--- src/rtl/q_meter.sv ---
// rtl/q_meter.sv - settle-then-average charge meter feeding the secant current controller
// Optional macro Q_METER_OFFSET_EN adds a q_offset port subtracted (saturating at 0) from the mean.
module q_meter #(
    parameter int BUS_WIDTH     = 10,
    parameter int ADC_WIDTH     = 10,
    parameter int LOG2_AVG      = 2,
    parameter int SETTLE_CYCLES = 16
) (
    input  logic                 clk,
    input  logic                 rst_n,
    input  logic                 enable,
    input  logic [BUS_WIDTH-1:0] i_ref,
    input  logic [ADC_WIDTH-1:0] adc_data,
    input  logic                 adc_valid,
`ifdef Q_METER_OFFSET_EN
    input  logic [BUS_WIDTH-1:0] q_offset,
`endif
    output logic [BUS_WIDTH-1:0] q_measured,
    output logic                 ready,
    output logic                 busy
);

    localparam int ACC_W = ADC_WIDTH + LOG2_AVG;
    localparam int CNT_W = LOG2_AVG + 1;
    localparam int SET_W = $clog2(SETTLE_CYCLES + 1);
    localparam logic [CNT_W-1:0] CNT_LAST = CNT_W'((1 << LOG2_AVG) - 1);
    localparam logic [SET_W-1:0] SET_LAST = SET_W'(SETTLE_CYCLES - 1);

    typedef enum logic [1:0] {IDLE, SETTLE, ACCUM, DONE} state_t;

    state_t               state, state_next;
    logic [BUS_WIDTH-1:0] i_ref_q, i_ref_q_next;
    logic [SET_W-1:0]     settle_cnt, settle_cnt_next;
    logic [ACC_W-1:0]     acc, acc_next;
    logic [CNT_W-1:0]     cnt, cnt_next;
    logic [BUS_WIDTH-1:0] q_next;
    logic                 ready_next, busy_next;

    logic [ACC_W-1:0]     acc_sum;
    logic [ADC_WIDTH-1:0] mean;
    logic [BUS_WIDTH-1:0] mean_bus;
    logic [BUS_WIDTH-1:0] q_calc;
    logic                 restart;

    assign acc_sum  = acc + ACC_W'(adc_data);
    assign mean     = acc_sum[ACC_W-1:LOG2_AVG];
    assign mean_bus = mean[ADC_WIDTH-1 -: BUS_WIDTH];

`ifdef Q_METER_OFFSET_EN
    assign q_calc = (mean_bus > q_offset) ? (mean_bus - q_offset) : '0;
`else
    assign q_calc = mean_bus;
`endif

    assign restart = (state != IDLE) && (i_ref != i_ref_q);

    always_comb begin
        state_next      = state;
        i_ref_q_next    = i_ref_q;
        settle_cnt_next = settle_cnt;
        acc_next        = acc;
        cnt_next        = cnt;
        q_next          = q_measured;
        if (!enable) begin
            state_next = IDLE;
        end else if (restart) begin
            // a new reference invalidates any partial window, even a complete one
            i_ref_q_next    = i_ref;
            settle_cnt_next = '0;
            acc_next        = '0;
            cnt_next        = '0;
            state_next      = SETTLE;
        end else begin
            case (state)
                IDLE: begin
                    i_ref_q_next    = i_ref;
                    settle_cnt_next = '0;
                    state_next      = SETTLE;
                end
                SETTLE: begin
                    if (settle_cnt == SET_LAST) begin
                        acc_next   = '0;
                        cnt_next   = '0;
                        state_next = ACCUM;
                    end else begin
                        settle_cnt_next = settle_cnt + SET_W'(1);
                    end
                end
                ACCUM: begin
                    if (adc_valid) begin
                        acc_next = acc_sum;
                        cnt_next = cnt + CNT_W'(1);
                        if (cnt == CNT_LAST) begin
                            q_next     = q_calc;
                            state_next = DONE;
                        end
                    end
                end
                DONE: begin
                    acc_next   = '0;
                    cnt_next   = '0;
                    state_next = ACCUM;
                end
                default: state_next = IDLE;
            endcase
        end
        ready_next = (state_next == DONE);
        busy_next  = (state_next == SETTLE) || (state_next == ACCUM);
    end

    always_ff @(posedge clk or negedge rst_n) begin
        if (!rst_n) begin
            state      <= IDLE;
            i_ref_q    <= '0;
            settle_cnt <= '0;
            acc        <= '0;
            cnt        <= '0;
            q_measured <= '0;
            ready      <= 1'b0;
            busy       <= 1'b0;
        end else begin
            state      <= state_next;
            i_ref_q    <= i_ref_q_next;
            settle_cnt <= settle_cnt_next;
            acc        <= acc_next;
            cnt        <= cnt_next;
            q_measured <= q_next;
            ready      <= ready_next;
            busy       <= busy_next;
        end
    end

endmodule

--- config.mk ---
export PLATFORM = sky130hd
export DESIGN_NAME = q_meter
export DESIGN_NICKNAME = d
export VERILOG_FILES = /design/src/rtl/q_meter.sv
export SDC_FILE = /design/constraint.sdc
export NUM_CORES = 1
export LEC_CHECK = 0
export CAP_MARGIN = 10
export CORE_MARGIN = 2
export CORE_UTILIZATION = 25
export CTS_CLUSTER_SIZE = 30
export DETAILED_ROUTE_END_ITERATION = 7
export HOLD_SLACK_MARGIN = 0.08
export SKIP_CTS_REPAIR_TIMING = 1
export SLEW_MARGIN = 5
export SYNTH_ARGS = -nofsm -noshare
export SYNTH_HDL_FRONTEND = slang
export SYNTH_SLANG_ARGS = --single-unit
export TNS_END_PERCENT = 1
--- constraint.sdc ---
create_clock -name clk -period 2.2 [get_ports clk]
set_clock_uncertainty 0.15 [all_clocks]
set_input_delay 0.44 -clock clk [delete_from_list [all_inputs] [get_ports clk]]
set_output_delay 0.44 -clock clk [all_outputs]
set_load 0.02 [all_outputs]
==> impl_metrics.csv, run 1 <==
group,metric,value,unit
synthesis,syn-cell-area,2420,µm²
setup_path,cp_max_fo,5,
synthesis,ys_seq_area_share,45.5,%
layout,drive_above_1_share,37.1,%
route,drtPass1Iterations,4,
synthesis,synth_commonest_cells,"dfrtp_1 (44), mux2_2 (17), nand2_1 (16), ha_1 (15), xnor2_1 (13)",
synthesis,yosys_most_used_dff,"dfrtp_1",
clock_tree,htree_num_levels,2,
synthesis,yosys.area.top_type_share,45.5,%
synthesis,synth_compound_area_share,16.5,%
synthesis,synth_cell_types,49,
power,max-vdd-ir-drop,0.217,mV
setup_path,worstSetupStartpointType,"flip-flop",
synthesis,ys_warn_count,0,
synthesis,async_flop_share,100,%
route,wl_per_cell,13.4,µm
route,postRouteWirelength,5860,µm
setup_path,crit_required,2.24,ns
global_route,grt_first_pass_wirelength,9330,µm
setup_path,path_class,"reg2reg",
setup_path,worstSetupEndpointType,"flip-flop",
min_path,holdPathStages,2,
die,rows,35,
global_route,globalRouteTotalUtil,11.3,%
synthesis,yosys.area_share.simple,12.4,%
synthesis,synth_area_leader_cell,"dfrtp_1",
synthesis,synth_area_leaders,"dfrtp_1 (46%), mux2_2 (7.9%), ha_1 (7.8%)",
setup_path,worstPathCellList,"xnor2_1 > nand4_1 > or3_4 > buf_6 > o21ai_4 > clkbuf_16 > mux2_2",
route,drc,0,
synthesis,synthCells,213,
sta,rsz0062_at_grt,"yes",
synthesis,synth.area.mux_share,8.33,%
setup_path,arrival,2.28,ns
sta,drv_slew,0,
run,max-cap-violations,0,
sta,fin_crit,2.24,ns
status,violations,"negative setup slack",
global_route,grt_antenna_before_repair,0,
sta,period_share,102,%
route,vias_per_cell,4.57,
layout,syn_to_final_growth,55.3,%
placed_design,dp_hpwl,4180,µm
global_route,grt_start_max_net_pins,20,
sta,setup_slack,-0.0411,ns
synthesis,syn_nets,253,
min_path,hp-class,"in2reg",
power,p_leak,0.00182,µW
placed_design,globalplace.congestion,0.819,
synthesis,synth-adder-area-share,8.59,%
layout,fin_nets,346,
clock_tree,clock_path_buffers,2,
sta,max_slew_margin,70.0,%
die,die-area,10500,µm²
clock_tree,cts_buffers,5,
setup_path,rr_startpoint,"i_ref_q[4]",
sta,tightest_slew,0.450,ns
die,die_h,102,µm
power,total_power,1740,µW
clock_tree,cts-root-buf,"clkbuf_8",
global_route,grt_pass1_vias,1993,
clock_tree,clkTransAtPathRegs,0.08,ns
route,dr.first_iter.drc_count,71,
layout,diodes,0,
setup_path,r2r_cells,7,
synthesis,yosysMostFrequentCell,"dfrtp_1",
route,ant_nets,0,
placed_design,numPortBuffers,35,
setup_path,reg2reg_to,"i_ref_q[6]",
layout,area.sequential,1100,µm²
setup_path,critPathMaxStageDelay,0.44,ns
die,floorplan.initialDensity,25.9,%
sta,hold_violations,0,
status,status,"finished with violations",
min_path,hold_start,"i_ref[3]",
die,core,9330,µm²
sta,setup_viol,12,
die,ios,36,
die,die_x,102,µm
min_path,holdPathEnd,"i_ref_q[3]",
setup_path,reg2reg_setup_slack,-0.04,ns
synthesis,synth_xor_area_share,6.16,%
clock_tree,cts.sinks,44,
global_route,grt_overflow_total,0,
setup_path,slowest_stage,"or3_4",
power,power_density,462,nW/µm²
layout,fill_cells,889,
layout,multi_input_area,1480,µm²
synthesis,synth_top_family_by_area,"compound AO/OA/AOI/OAI gates",
synthesis,ys_ff_latch,44,
synthesis,avgSynthCellArea,11.4,µm²
route,num_vias,1993,
synthesis,synth_edf_count,0,
clock_tree,cts_tree,"built",
layout,utilization,40.3,%
sta,fmax,446,MHz
clock_tree,clock_latency,0.30,ns
## area by class of cell
cell class | instances | area share, %
Clock buffer | 6 | 1.93
Clock inverter | 2 | 0.933
Inverter | 9 | 0.899
Multi-Input combinational cell | 156 | 39.5
Sequential cell | 44 | 29.3
Tap cell | 129 | 4.30
Timing Repair Buffer | 90 | 23.1
## routing by layer
metal | vias to the layer above | track usage (%) | wire length, µm
met4 | 0 | 2.77 | 47
met2 | 26 | 18.8 | 2850
met5 | - | 0 | 0
li1 | 983 | - | -
met3 | 6 | 2.33 | 124
met1 | 978 | 15.1 | 2840
## how the worst max path moves through the flow
stage	startpoint	end	cells after the start
floorplan	i_ref[2]	i_ref_q[0]	6
global placement	adc_data[0]	q_measured[6]	9
detailed placement	adc_data[0]	q_measured[6]	9
CTS	adc_data[0]	q_measured[6]	9
global route	settle_cnt[1]	acc[5]	8
finish	i_ref_q[4]	i_ref_q[6]	7
## critical path, delay by kind of cell (launching register included)
kind	cells	cell delay, ns
AOI/OAI and AO/OA	1	0.19
xor gates and xnor gates	1	0.15
buffers and inverters	2	0.32
DFF	1	0.40
muxes	1	0.32
and+or+nand+nor	2	0.61
## sequential cells by signal, summed over array words and instances (netlist names)
name	flops
ready	1
q_measured	10
settle_cnt	5
i_ref_q	10
busy	1
state	2
cnt	3
acc	12
## stage by stage
step	std cells	setup TNS (ns)	setup WS (ns)	hold WS, ns	instance area (µm²)
final	436	-0.318	-0.0411	0.293	3760
after global routing	436	-1.66	-0.106	0.289	3760
after CTS	429	-4.03	-0.236	-0.0680	3390
after detailed placement	421	-17.33	-0.551	0.266	3280
after global placement	421	-15.94	-0.556	0.258	3280
after floorplan	213	-0.0231	-0.00231	-0.00559	2420
## cells in the final DEF, fill, tap and decap left out, types with 3 or more instances in the layout
master and instances:
a211o_1 3, a31oi_1 4, dlymetal6s2s_1 16, o22ai_1 3, a21o_1 3, nand3_1 4
nand4_1 3, mux2_4 8, clkdlybuf4s50_1 18, inv_1 8, buf_4 48, a22o_1 9
ha_1 7, ha_4 6, nand2_1 16, o21ai_0 3, a31oi_2 3, xnor2_1 10
dfrtp_1 44, mux2_2 9, xnor2_2 3, a21oi_1 5, clkbuf_8 5, nor2_1 7
xor2_1 4
## power breakdown
group	leakage [µW]	switching, µW	total, µW	internal [µW]
logic	0.00117	117	270	153
clock network	0.0000552	286	623	338
registers	0.000588	15.5	844	828
total	0.00182	418	1740	1320
## cells by family after synthesis
| logic type | Yosys count |
|---|---|
| xor+xnor | 17 |
| compound gates | 50 |
| buf+inv | 13 |
| fa+ha+maj | 16 |
| flops | 44 |
| mux | 18 |
| simple gates | 55 |
(Power assumes the default switching activity.)
==> inputs of run 2 (changes only) <==
--- a/config.mk
+++ b/config.mk
@@ -8,11 +8,11 @@
 export CAP_MARGIN = 10
 export CORE_MARGIN = 2
 export CORE_UTILIZATION = 25
+export CTS_BUF_LIST = sky130_fd_sc_hd__clkbuf_16
 export CTS_CLUSTER_SIZE = 30
 export DETAILED_ROUTE_END_ITERATION = 7
 export HOLD_SLACK_MARGIN = 0.08
 export SKIP_CTS_REPAIR_TIMING = 1
-export SLEW_MARGIN = 5
 export SYNTH_ARGS = -nofsm -noshare
 export SYNTH_HDL_FRONTEND = slang
 export SYNTH_SLANG_ARGS = --single-unit
==> run 2 against run 1 <==
Against the previous run: the run still ends with negative setup slack left; sequential cell count did not move; sequential share of layout area fell by 0.61 points; first-iteration DRC count is 7.0% lower; sequential power barely moved.
==> impl_metrics.csv, run 2 (same netlist as run 1, synthesis figures left out) <==
group,metric,value,unit
status,status,"finished with violations",
status,violations,"negative setup slack",
power,max-vdd-ir-drop,0.256,mV
global_route,grt_antenna_before_repair,0,
sta,max_slew_margin,70.1,%
setup_path,reg2reg_setup_slack,-0.06,ns
die,rows,35,
clock_tree,clkTransAtPathRegs,0.06,ns
layout,area.sequential,1100,µm²
sta,hold_violations,0,
clock_tree,cts_tree,"built",
setup_path,reg2reg_to,"acc[5]",
setup_path,worstSetupEndpointType,"flip-flop",
layout,regMostFlops,"acc",
min_path,holdPathStages,2,
sta,tns,-0.388,ns
route,ant_nets,0,
die,floorplan.initialDensity,25.9,%
route,drt-met1-wl,2840,µm
global_route,grt_first_pass_wirelength,9320,µm
clock_tree,clock_latency,0.28,ns
min_path,hp-class,"in2reg",
setup_path,worstSetupPathDepth,8,
layout,reg_top3,"acc x12, i_ref_q x10, q_measured x10",
setup_path,arrival,2.34,ns
clock_tree,cts.sinks,44,
sta,fin_crit,2.26,ns
run,max-cap-violations,0,
layout,utilization,41.1,%
route,wl_per_cell,13.2,µm
setup_path,worstSetupStartpointType,"flip-flop",
layout,final_common_cell,"buf_4",
die,die_h,102,µm
placed_design,placed_area,3280,µm²
setup_path,cp.buffers_inverters,1,
route,highest_layer,"met4",
route,drtPass1Iterations,4,
setup_path,rr_startpoint,"settle_cnt[1]",
setup_path,critPathMaxStageDelay,0.43,ns
layout,multi_input_area,1520,µm²
sta,drv_slew,0,
global_route,grt_pass1_vias,1998,
layout,final_cell_mix,"buf_4 (48), dfrtp_1 (44), dlymetal6s2s_1 (17), clkdlybuf4s50_1 (17), nand2_1 (16)",
layout,fill_cells,864,
die,die-area,10500,µm²
global_route,grt_overflow_total,0,
min_path,holdPathEnd,"i_ref_q[0]",
sta,fmax,442,MHz
sta,rsz0062_at_grt,"yes",
route,num_vias,1976,
setup_path,slowest_stage,"o41a_1",
setup_path,r2r_cells,8,
clock_tree,clock_path_buffers,2,
clock_tree,htree_num_levels,2,
layout,diodes,0,
route,vias_per_cell,4.53,
setup_path,path_class,"reg2reg",
layout,drive_above_1_share,38.4,%
route,drc,0,
sta,setup_viol,11,
placed_design,globalplace.congestion,0.819,
min_path,hold_start,"i_ref[0]",
power,power_density,508,nW/µm²
global_route,grt_start_max_net_pins,20,
power,p_leak,0.00186,µW
sta,period_share,103,%
clock_tree,cts_buffers,5,
layout,largest_reg_flops,12,
placed_design,dp_hpwl,4180,µm
setup_path,worstPathCellList,"ha_2 > and3_4 > ha_4 > or2_4 > o41a_1 > o311ai_4 > clkbuf_16 > a22o_1",
die,ios,36,
route,postRouteWirelength,5770,µm
die,die_x,102,µm
sta,timing.hold.ws,0.310,ns
sta,tightest_slew,0.449,ns
layout,design_area,3840,µm²
setup_path,crit_required,2.28,ns
global_route,globalRouteTotalUtil,11.3,%
sta,setup_slack,-0.0618,ns
layout,syn_to_final_growth,58.6,%
clock_tree,cts-root-buf,"clkbuf_16",
placed_design,numPortBuffers,35,
route,dr.first_iter.drc_count,66,
layout,fin_nets,346,
route,wl_met3,108,µm
die,core,9330,µm²
setup_path,crit_family,"compound AO/OA/AOI/OAI gates",
setup_path,cp_max_fo,5,
route,met2_length,2790,µm
==> run 2: cell types whose count changed in the layout (fill, tap and decap cells not counted), sizes merged <==
cell | before | now
clkbuf | 8 | 6
inv | 9 | 10
clkdlybuf4s50 | 18 | 17
dlymetal6s2s | 16 | 17
buf | 53 | 54
==> run 2: worst max-delay path by stage <==
stage / from / to / slack [ns]
2_1_floorplan: i_ref[2] / i_ref_q[0] / -0.002
3_3_place_gp: adc_data[0] / q_measured[6] / -0.56
3_5_place_dp: adc_data[0] / q_measured[6] / -0.55
4_1_cts: adc_data[0] / q_measured[6] / -0.26
5_1_grt: i_ref_q[6] / acc[5] / -0.14
6_report: settle_cnt[1] / acc[5] / -0.06
==> run 2: cell type report <==
class	instances	area share [%]
Timing Repair Buffer	90	22.3
Tap cell	129	4.21
Sequential cell	44	28.7
Multi-Input combinational cell	156	39.6
Clock inverter	3	1.01
Clock buffer	5	3.26
Inverter	9	0.881
==> run 2: stage by stage <==
stage,power [µW],std cells,setup slack (ns)
2_1_floorplan,960,213,-0.00231
5_1_grt,2030,436,-0.143
6_report,1950,436,-0.0618
3_5_place_dp,1090,421,-0.551
3_3_place_gp,1080,421,-0.556
4_1_cts,1930,429,-0.259
==> run 2: report_power, final <==
| part | total [µW] | leakage [µW] | internal, µW | switching [µW] |
|---|---|---|---|---|
| registers | 845 | 0.000588 | 830 | 15.7 |
| clock network | 836 | 0.0000850 | 530 | 306 |
| logic | 267 | 0.00119 | 152 | 115 |
==> run 2: per-layer routing <==
layer / vias up / GRT usage [%]
met4: 0 / 2.77
li1: 983 / -
met5: - / 0
met3: 4 / 2.33
met1: 968 / 15.1
met2: 21 / 18.8
